**src/rtl/tdm_demux_pkg.sv**
```systemverilog
// tdm_pkg: shared TDM link types and helpers (state enum, slot-index width, even parity)
package tdm_pkg;
    typedef enum logic {HUNT, RUN} state_t;
    function automatic int slot_w(input int channels);
        return $clog2(channels);
    endfunction
    function automatic logic even_parity(input logic [63:0] d);
        return ^d;
    endfunction
endpackage

```
**src/rtl/tdm_demux_if.sv**
```systemverilog
// tdm_demux_if: lane input and published frame of the TDM demultiplexer; TDM_DEMUX_PARITY_EN adds a parity MSB to din
interface tdm_demux_if #(
    parameter int CHANNELS = 4,
    parameter int WIDTH    = 8
);
`ifdef TDM_DEMUX_PARITY_EN
    localparam int DIN_W = WIDTH + 1;
`else
    localparam int DIN_W = WIDTH;
`endif
    logic                      din_valid;
    logic [DIN_W-1:0]          din;
    logic                      frame_sync;
    logic [CHANNELS*WIDTH-1:0] dout;
    logic                      frame_valid;
    logic                      locked;
    logic                      sync_err;
    logic                      parity_err;
    modport master (
        output din_valid, din, frame_sync,
        input  dout, frame_valid, locked, sync_err, parity_err
    );
    modport slave (
        input  din_valid, din, frame_sync,
        output dout, frame_valid, locked, sync_err, parity_err
    );
endinterface

```
**src/rtl/tdm_slot_counter.sv**
```systemverilog
// tdm_slot_counter: slot index within a frame, with sync-load-to-1, clear and exact wrap at CHANNELS-1
module tdm_slot_counter
    import tdm_pkg::*;
#(
    parameter int CHANNELS = 4,
    parameter int SW       = slot_w(CHANNELS)
) (
    input  logic          clk,
    input  logic          rst_n,
    input  logic          en,
    input  logic          load1,
    input  logic          clr,
    output logic [SW-1:0] slot,
    output logic          last_slot
);
    assign last_slot = slot == SW'(CHANNELS - 1);
    // clear beats sync-load, which beats a plain advance
    always_ff @(posedge clk) begin
        if (!rst_n || clr) slot <= '0;
        else if (load1) slot <= SW'(1);
        else if (en) slot <= last_slot ? '0 : slot + SW'(1);
    end
endmodule

```
**src/rtl/tdm_demux.sv**
```systemverilog
// tdm_demux: TDM lane demultiplexer locking on frame_sync and publishing whole frames; TDM_DEMUX_PARITY_EN enables per-word parity checking
module tdm_demux
    import tdm_pkg::*;
#(
    parameter int CHANNELS = 4,
    parameter int WIDTH    = 8
) (
    input logic        clk,
    input logic        rst_n,
    tdm_demux_if.slave bus
);
    localparam int SW = slot_w(CHANNELS);
    state_t                    state, state_nxt;
    logic [SW-1:0]             slot, wr_idx;
    logic                      last_slot;
    logic                      accept, load1, clr, adv, pub_slot, serr;
    logic                      frame_ok;
    logic [WIDTH-1:0]          word;
    logic [WIDTH-1:0]          shadow [CHANNELS-1];
    logic [CHANNELS*WIDTH-1:0] frame;
    assign word = bus.din[WIDTH-1:0];
    assign bus.locked = state == RUN;
    tdm_slot_counter #(.CHANNELS(CHANNELS)) u_cnt (
        .clk       (clk),
        .rst_n     (rst_n),
        .en        (adv),
        .load1     (load1),
        .clr       (clr),
        .slot      (slot),
        .last_slot (last_slot)
    );
    // state register
    always_ff @(posedge clk) begin
        if (!rst_n) state <= HUNT;
        else state <= state_nxt;
    end
    // lock on a sync word in HUNT, drop lock when slot 0 arrives without sync
    always_comb begin
        state_nxt = state;
        if (bus.din_valid && state == HUNT && bus.frame_sync) state_nxt = RUN;
        else if (bus.din_valid && state == RUN && !bus.frame_sync && slot == '0) state_nxt = HUNT;
    end
    // per-word controls: a sync word always restarts at slot 0, early sync and missing sync are framing errors
    always_comb begin
        accept   = bus.din_valid && (bus.frame_sync || (state == RUN && slot != '0));
        load1    = bus.din_valid && bus.frame_sync;
        clr      = bus.din_valid && state == RUN && !bus.frame_sync && slot == '0;
        adv      = accept && !bus.frame_sync;
        pub_slot = adv && last_slot;
        serr     = clr || (load1 && state == RUN && slot != '0);
        wr_idx   = bus.frame_sync ? '0 : slot;
    end
    // shadow holds slots 0..CHANNELS-2; the last slot goes straight to dout from the lane
    always_ff @(posedge clk) begin
        for (int k = 0; k < CHANNELS - 1; k++) begin
            if (!rst_n) shadow[k] <= '0;
            else if (accept && wr_idx == SW'(k)) shadow[k] <= word;
        end
    end
    // assemble the frame that would be published by the current last-slot word
    always_comb begin
        frame = '0;
        for (int k = 0; k < CHANNELS - 1; k++) frame[k*WIDTH +: WIDTH] = shadow[k];
        frame[(CHANNELS-1)*WIDTH +: WIDTH] = word;
    end
    // publish path and registered framing-error pulse
    always_ff @(posedge clk) begin
        if (!rst_n) begin
            bus.dout        <= '0;
            bus.frame_valid <= 1'b0;
            bus.sync_err    <= 1'b0;
        end else begin
            bus.frame_valid <= pub_slot && frame_ok;
            bus.sync_err    <= serr;
            if (pub_slot && frame_ok) bus.dout <= frame;
        end
    end
`ifdef TDM_DEMUX_PARITY_EN
    logic pbad, frame_bad;
    assign pbad     = accept && (even_parity(64'(word)) != bus.din[WIDTH]);
    assign frame_ok = !(frame_bad || pbad);
    // a parity miss on any accepted word poisons the frame until the next sync word
    always_ff @(posedge clk) begin
        if (!rst_n) begin
            frame_bad      <= 1'b0;
            bus.parity_err <= 1'b0;
        end else begin
            bus.parity_err <= pbad;
            if (load1) frame_bad <= pbad;
            else if (accept) frame_bad <= frame_bad || pbad;
        end
    end
`else
    assign frame_ok       = 1'b1;
    assign bus.parity_err = 1'b0;
`endif
endmodule

```
**src/flat_wrapper.sv**
```systemverilog
// flat-port wrapper written by rule: the top's interface ports become plain ports
module tdm_demux_flat import tdm_pkg::*;
#(
    parameter int CHANNELS = 4,
    parameter int WIDTH    = 8
)
  (clk, rst_n, bus_din_valid, bus_din, bus_frame_sync, bus_dout, bus_frame_valid, bus_locked, bus_sync_err, bus_parity_err);
  tdm_demux_if #(.CHANNELS(CHANNELS), .WIDTH(WIDTH)) bus_i ();
  input logic clk;
  input logic rst_n;
  input wire logic [$bits(bus_i.din_valid)-1:0] bus_din_valid;
  input wire logic [$bits(bus_i.din)-1:0] bus_din;
  input wire logic [$bits(bus_i.frame_sync)-1:0] bus_frame_sync;
  output wire logic [$bits(bus_i.dout)-1:0] bus_dout;
  output wire logic [$bits(bus_i.frame_valid)-1:0] bus_frame_valid;
  output wire logic [$bits(bus_i.locked)-1:0] bus_locked;
  output wire logic [$bits(bus_i.sync_err)-1:0] bus_sync_err;
  output wire logic [$bits(bus_i.parity_err)-1:0] bus_parity_err;
  assign bus_i.din_valid = bus_din_valid;
  assign bus_i.din = bus_din;
  assign bus_i.frame_sync = bus_frame_sync;
  assign bus_dout = bus_i.dout;
  assign bus_frame_valid = bus_i.frame_valid;
  assign bus_locked = bus_i.locked;
  assign bus_sync_err = bus_i.sync_err;
  assign bus_parity_err = bus_i.parity_err;
  tdm_demux #(.CHANNELS(CHANNELS), .WIDTH(WIDTH)) u_core (.clk(clk), .rst_n(rst_n), .bus(bus_i));
endmodule
```
**config.mk**
```make
export PLATFORM = sky130hd
export DESIGN_NAME = tdm_demux_flat
export DESIGN_NICKNAME = d
export VERILOG_FILES = /design/src/rtl/tdm_demux_pkg.sv /design/src/rtl/tdm_demux_if.sv /design/src/rtl/tdm_slot_counter.sv /design/src/rtl/tdm_demux.sv /design/src/flat_wrapper.sv
export SDC_FILE = /design/constraint.sdc
export NUM_CORES = 1
export LEC_CHECK = 0
export BUFFER_PORTS_ARGS = -buffer_cell sky130_fd_sc_hd__buf_2
export CORE_MARGIN = 5
export CORE_UTILIZATION = 46
export DETAILED_ROUTE_END_ITERATION = 12
export GPL_ROUTABILITY_DRIVEN = 1
export GPL_TIMING_DRIVEN = 0
export PLACE_DENSITY = 0.68
export SLEW_MARGIN = 20
export SYNTH_ARGS = -nofsm -noshare
export SYNTH_HDL_FRONTEND = slang
export SYNTH_HIERARCHICAL = 1
export SYNTH_SLANG_ARGS = --single-unit
```
**constraint.sdc**
```tcl
create_clock -name clk -period 1.8 [get_ports clk]
set_input_delay 0.27 -clock clk [delete_from_list [all_inputs] [get_ports clk]]
set_output_delay 0.27 -clock clk [all_outputs]
set_load 0.01 [all_outputs]
```
==> summary.md <==
| Metric | Value |
|---|---|
| Most frequent cells in the layout | `nand2_1 (66), buf_2 (47), dfxtp_1 (37), mux2i_1 (33), and2_1 (25)` |
| Hold Startpoint | `rst_n` |
| Register Area | `between 1000 and 1500 µm²` |
| CP top delay family | `compound AO/OA/AOI/OAI gates` |
| Clock-pin transition on the worst setup and hold timing paths | `0.07 ns` |
| Initial antenna violation count | `0` |
| Detailed-route DRC error count | `0` |
| Die area | `7022 µm²` |
| Detail Placement HPWL | `approximately 3400 µm` |
| GRT Util Overall | `between 10% and 20%` |
| Slew Viols, Final | `0` |
| Setup Fix Bufs, Post-CTS | `0` |
| Fin util | `57.52%` |
| Multi-input logic area | `925.9 µm²` |
| Yosys cell types | `31` |
| Clk sinks | `61` |
| Reg-to-reg slack, setup | `0.30 ns` |
| Total grt overflow | `0` |
| Iteration-0 DRC Markers | `80` |
| CP max-delay cell | `o21ai_1` |
| VDD IR max | `0.4577 mV` |
| Vias per cell | `about 4.7` |
| Max incr delay on CP | `approximately 0.56 ns` |
| Total power per unit cell area | `884.0 nW/µm²` |
| Syn_nets | `239` |
| Num ports | `48` |
| YS warnings | `30` |
| FMAX | `667.1 MHz` |
| Max Cap Viol | `0` |
| CP Capture Type | `register` |
| Synthesized area per cell | `between 10 and 15 µm²` |
| Htree depth | `3` |
| Critical R2R Capture | `u_core/shadow[1][1]` |
| Vias in the first global route | `1607` |
| Routed wirelength normalized by instance count | `between 10 and 15 µm` |
| Critical Path RT | `about 1.8 ns` |
| Antenna viol nets, final | `0` |
| Yosys reg bits | `61` |
| Period utilization | `83.28%` |
| Hold Vio Cnt, Final | `0` |
| IO Port Bufs | `46` |
| Gpl congestion | `about 0.76` |
| Leakage | `1.233 nW` |
| Min cycle time layout | `1.499 ns` |
| Total wire length | `4751 µm` |
| Kind of critical path | `reg2reg` |
| R2R cell count | `2` |
| Initial core utilization | `between 40% and 50%` |
| CTS Buf Count | `9` |
| Die span in x | `around 84 µm` |
| Layout net count | `296` |
| Ant. Diodes | `0` |
| Setup_tns | `0 ns` |
| Hold Path Class | `in2reg` |
| Hold path depth | `3` |
| Worst r2r src | `u_core/u_cnt/slot[0]` |
| CP startpoint kind | `register` |
| CP Launch Point | `u_core/u_cnt/slot[0]` |
| Worst slew pin tran | `roughly 0.7 ns` |
| DR vias | `~1700` |
| CTS tree | `built` |
| Clock latency at the later pin of the worst-skew pair | `0.32 ns` |
| Commonest non-fill, non-tap cell in the layout | `nand2_1` |
| CTS-repair resized insts | `1` |
| Layout Skew | `between 0.006 and 0.007 ns` |
| Final Total Pwr | `2.647 mW` |
| Row count | `26` |
| First-pass GRT wire length | `7969 µm` |
| Critical path data arrival time | `1.45 ns` |
| Register area share after synthesis | `58.34%` |
| Bufs on Longest Clock Path | `2` |
| Root Buffer | `clkbuf_8` |
| Drt first pass iters | `4` |
| Status | `finished clean` |
| Die height | `83.80 µm` |
| CORE AREA | `5205 µm²` |
| CP bufs+invs | `0` |
| Hold Path End | `u_core/u_cnt/slot[0]` |
| CTS Hold Buffers Added | `0` |
| Area growth from synthesis to final layout | `19.53%` |
| Largest net degree at the start of global routing | `11` |
| Critical Path Fanout Max | `8` |
| Slew headroom | `53.77%` |
| Finish-stage setup viols | `0` |
| Layout cells sized above 1 | `about a quarter` |
| Unrepaired setup endpoints after global routing | `false` |
| Fill cells | `473` |
| Cell Area, Synth | `2505 µm²` |
| Syn Inst Count | `around 230` |
| Crit-path cells | `nand2b_1 > o21ai_1` |
==> per-layer routing <==
| metal | GRT usage [%] | up-vias | part of all wire [%] |
|---|---|---|---|
| li1 | - | 857 | - |
| met1 | 19.55 | 762 | 48 |
| met2 | 20.97 | 44 | 44 |
| met3 | 5.627 | 7 | 6.3 |
| met4 | 6.579 | 0 | 1.9 |
| met5 | 0 | - | 0 |
==> metrics by stage <==
| step | cells | instance area (µm²) | worst slack [ns] | hold slack [ns] |
|---|---|---|---|---|
| 6_report | 358 | 2994 | 0.3010 | 0.2199 |
| 5_1_grt | 358 | 2994 | 0.1409 | 0.2221 |
| 4_1_cts | 358 | 2994 | 0.2858 | 0.2042 |
| 3_5_place_dp | 342 | 2823 | -0.07866 | 0.4457 |
| 3_3_place_gp | 342 | 2823 | -0.06400 | 0.4410 |
| 2_1_floorplan | 226 | 2505 | 0.1988 | 0.4119 |
==> how the worst max path moves through the flow <==
stage / to / slack (ns) / cells past startpoint
3_3_place_gp: u_core/shadow[1][0] / -0.06 / 4
2_1_floorplan: u_core/shadow[1][0] / 0.20 / 2
3_5_place_dp: u_core/shadow[1][3] / -0.08 / 4
4_1_cts: u_core/shadow[1][3] / 0.29 / 2
5_1_grt: u_core/shadow[1][7] / 0.14 / 2
6_report: u_core/shadow[1][1] / 0.30 / 2
==> cells by family after synthesis <==
| logic type | synth area share (%) |
|---|---|
| simple gates | 21.73 |
| flops | 58.34 |
| mux | 13.19 |
| buf+inv | 4.696 |
| compound gates | 1.049 |
| fa+ha+maj | 0.4994 |
| other cells | 0.1497 |
| xor+xnor | 0.3497 |
==> layout make-up <==
cell class	count	share of cell area, %
buffer	13	3.677
tap	70	2.925
timing repair buffer	46	7.689
clock buffer	15	5.558
clock inverter	1	0.1672
multi-input combinational	150	30.92
sequential	61	48.81
inverter	2	0.2507
==> power by group <==
group | total [mW] | switching [mW] | internal [mW]
clock | 1.06 | 0.480 | 0.576
combinational | 0.115 | 0.0781 | 0.0368
sequential | 1.48 | 0.0116 | 1.46
total | 2.65 | 0.569 | 2.08
==> synthesized netlist by cell type <==
master | number | area share, %
ha_1 | 1 | 0.50
o21ai_0 | 1 | 0.20
and3_1 | 1 | 0.25
buf_12 | 3 | 2.4
buf_6 | 1 | 0.45
nand3_1 | 1 | 0.20
o21a_1 | 1 | 0.30
inv_1 | 2 | 0.30
nor3b_2 | 1 | 0.50
xnor2_1 | 1 | 0.35
buf_4 | 1 | 0.30
or3b_1 | 1 | 0.35
a21boi_0 | 1 | 0.30
nor3_1 | 2 | 0.40
nor3_2 | 1 | 0.40
nand3b_4 | 1 | 0.80
a31oi_1 | 1 | 0.25
and2_2 | 1 | 0.30
clkbuf_1 | 7 | 1.0
nor2_1 | 3 | 0.45
and3_2 | 1 | 0.30
dfxtp_1 | 37 | 30
and2_1 | 25 | 6.2
nand2b_1 | 4 | 1.0
edfxtp_1 | 24 | 29
nand2_1 | 66 | 9.9
nor2b_1 | 1 | 0.25
buf_2 | 1 | 0.20
conb_1 | 1 | 0.15
and3b_2 | 1 | 0.40
mux2i_1 | 33 | 13
==> sequential cells by signal, summed over array words and instances, names as in the netlist <==
| signal | flops |
|---|---|
| u_core/bus.frame_valid | 1 |
| u_core/u_cnt/slot | 2 |
| u_core/shadow | 24 |
| u_core/bus.sync_err | 1 |
| u_core/bus.locked | 1 |
| u_core/bus.dout | 32 |
==> worst register-to-register path, cell delays in order (launching register included) <==
cell	delay, ns
dfxtp_1	0.44
nand2b_1	0.12
o21ai_1	0.56
Note: power is estimated with default switching activity, not from simulation.
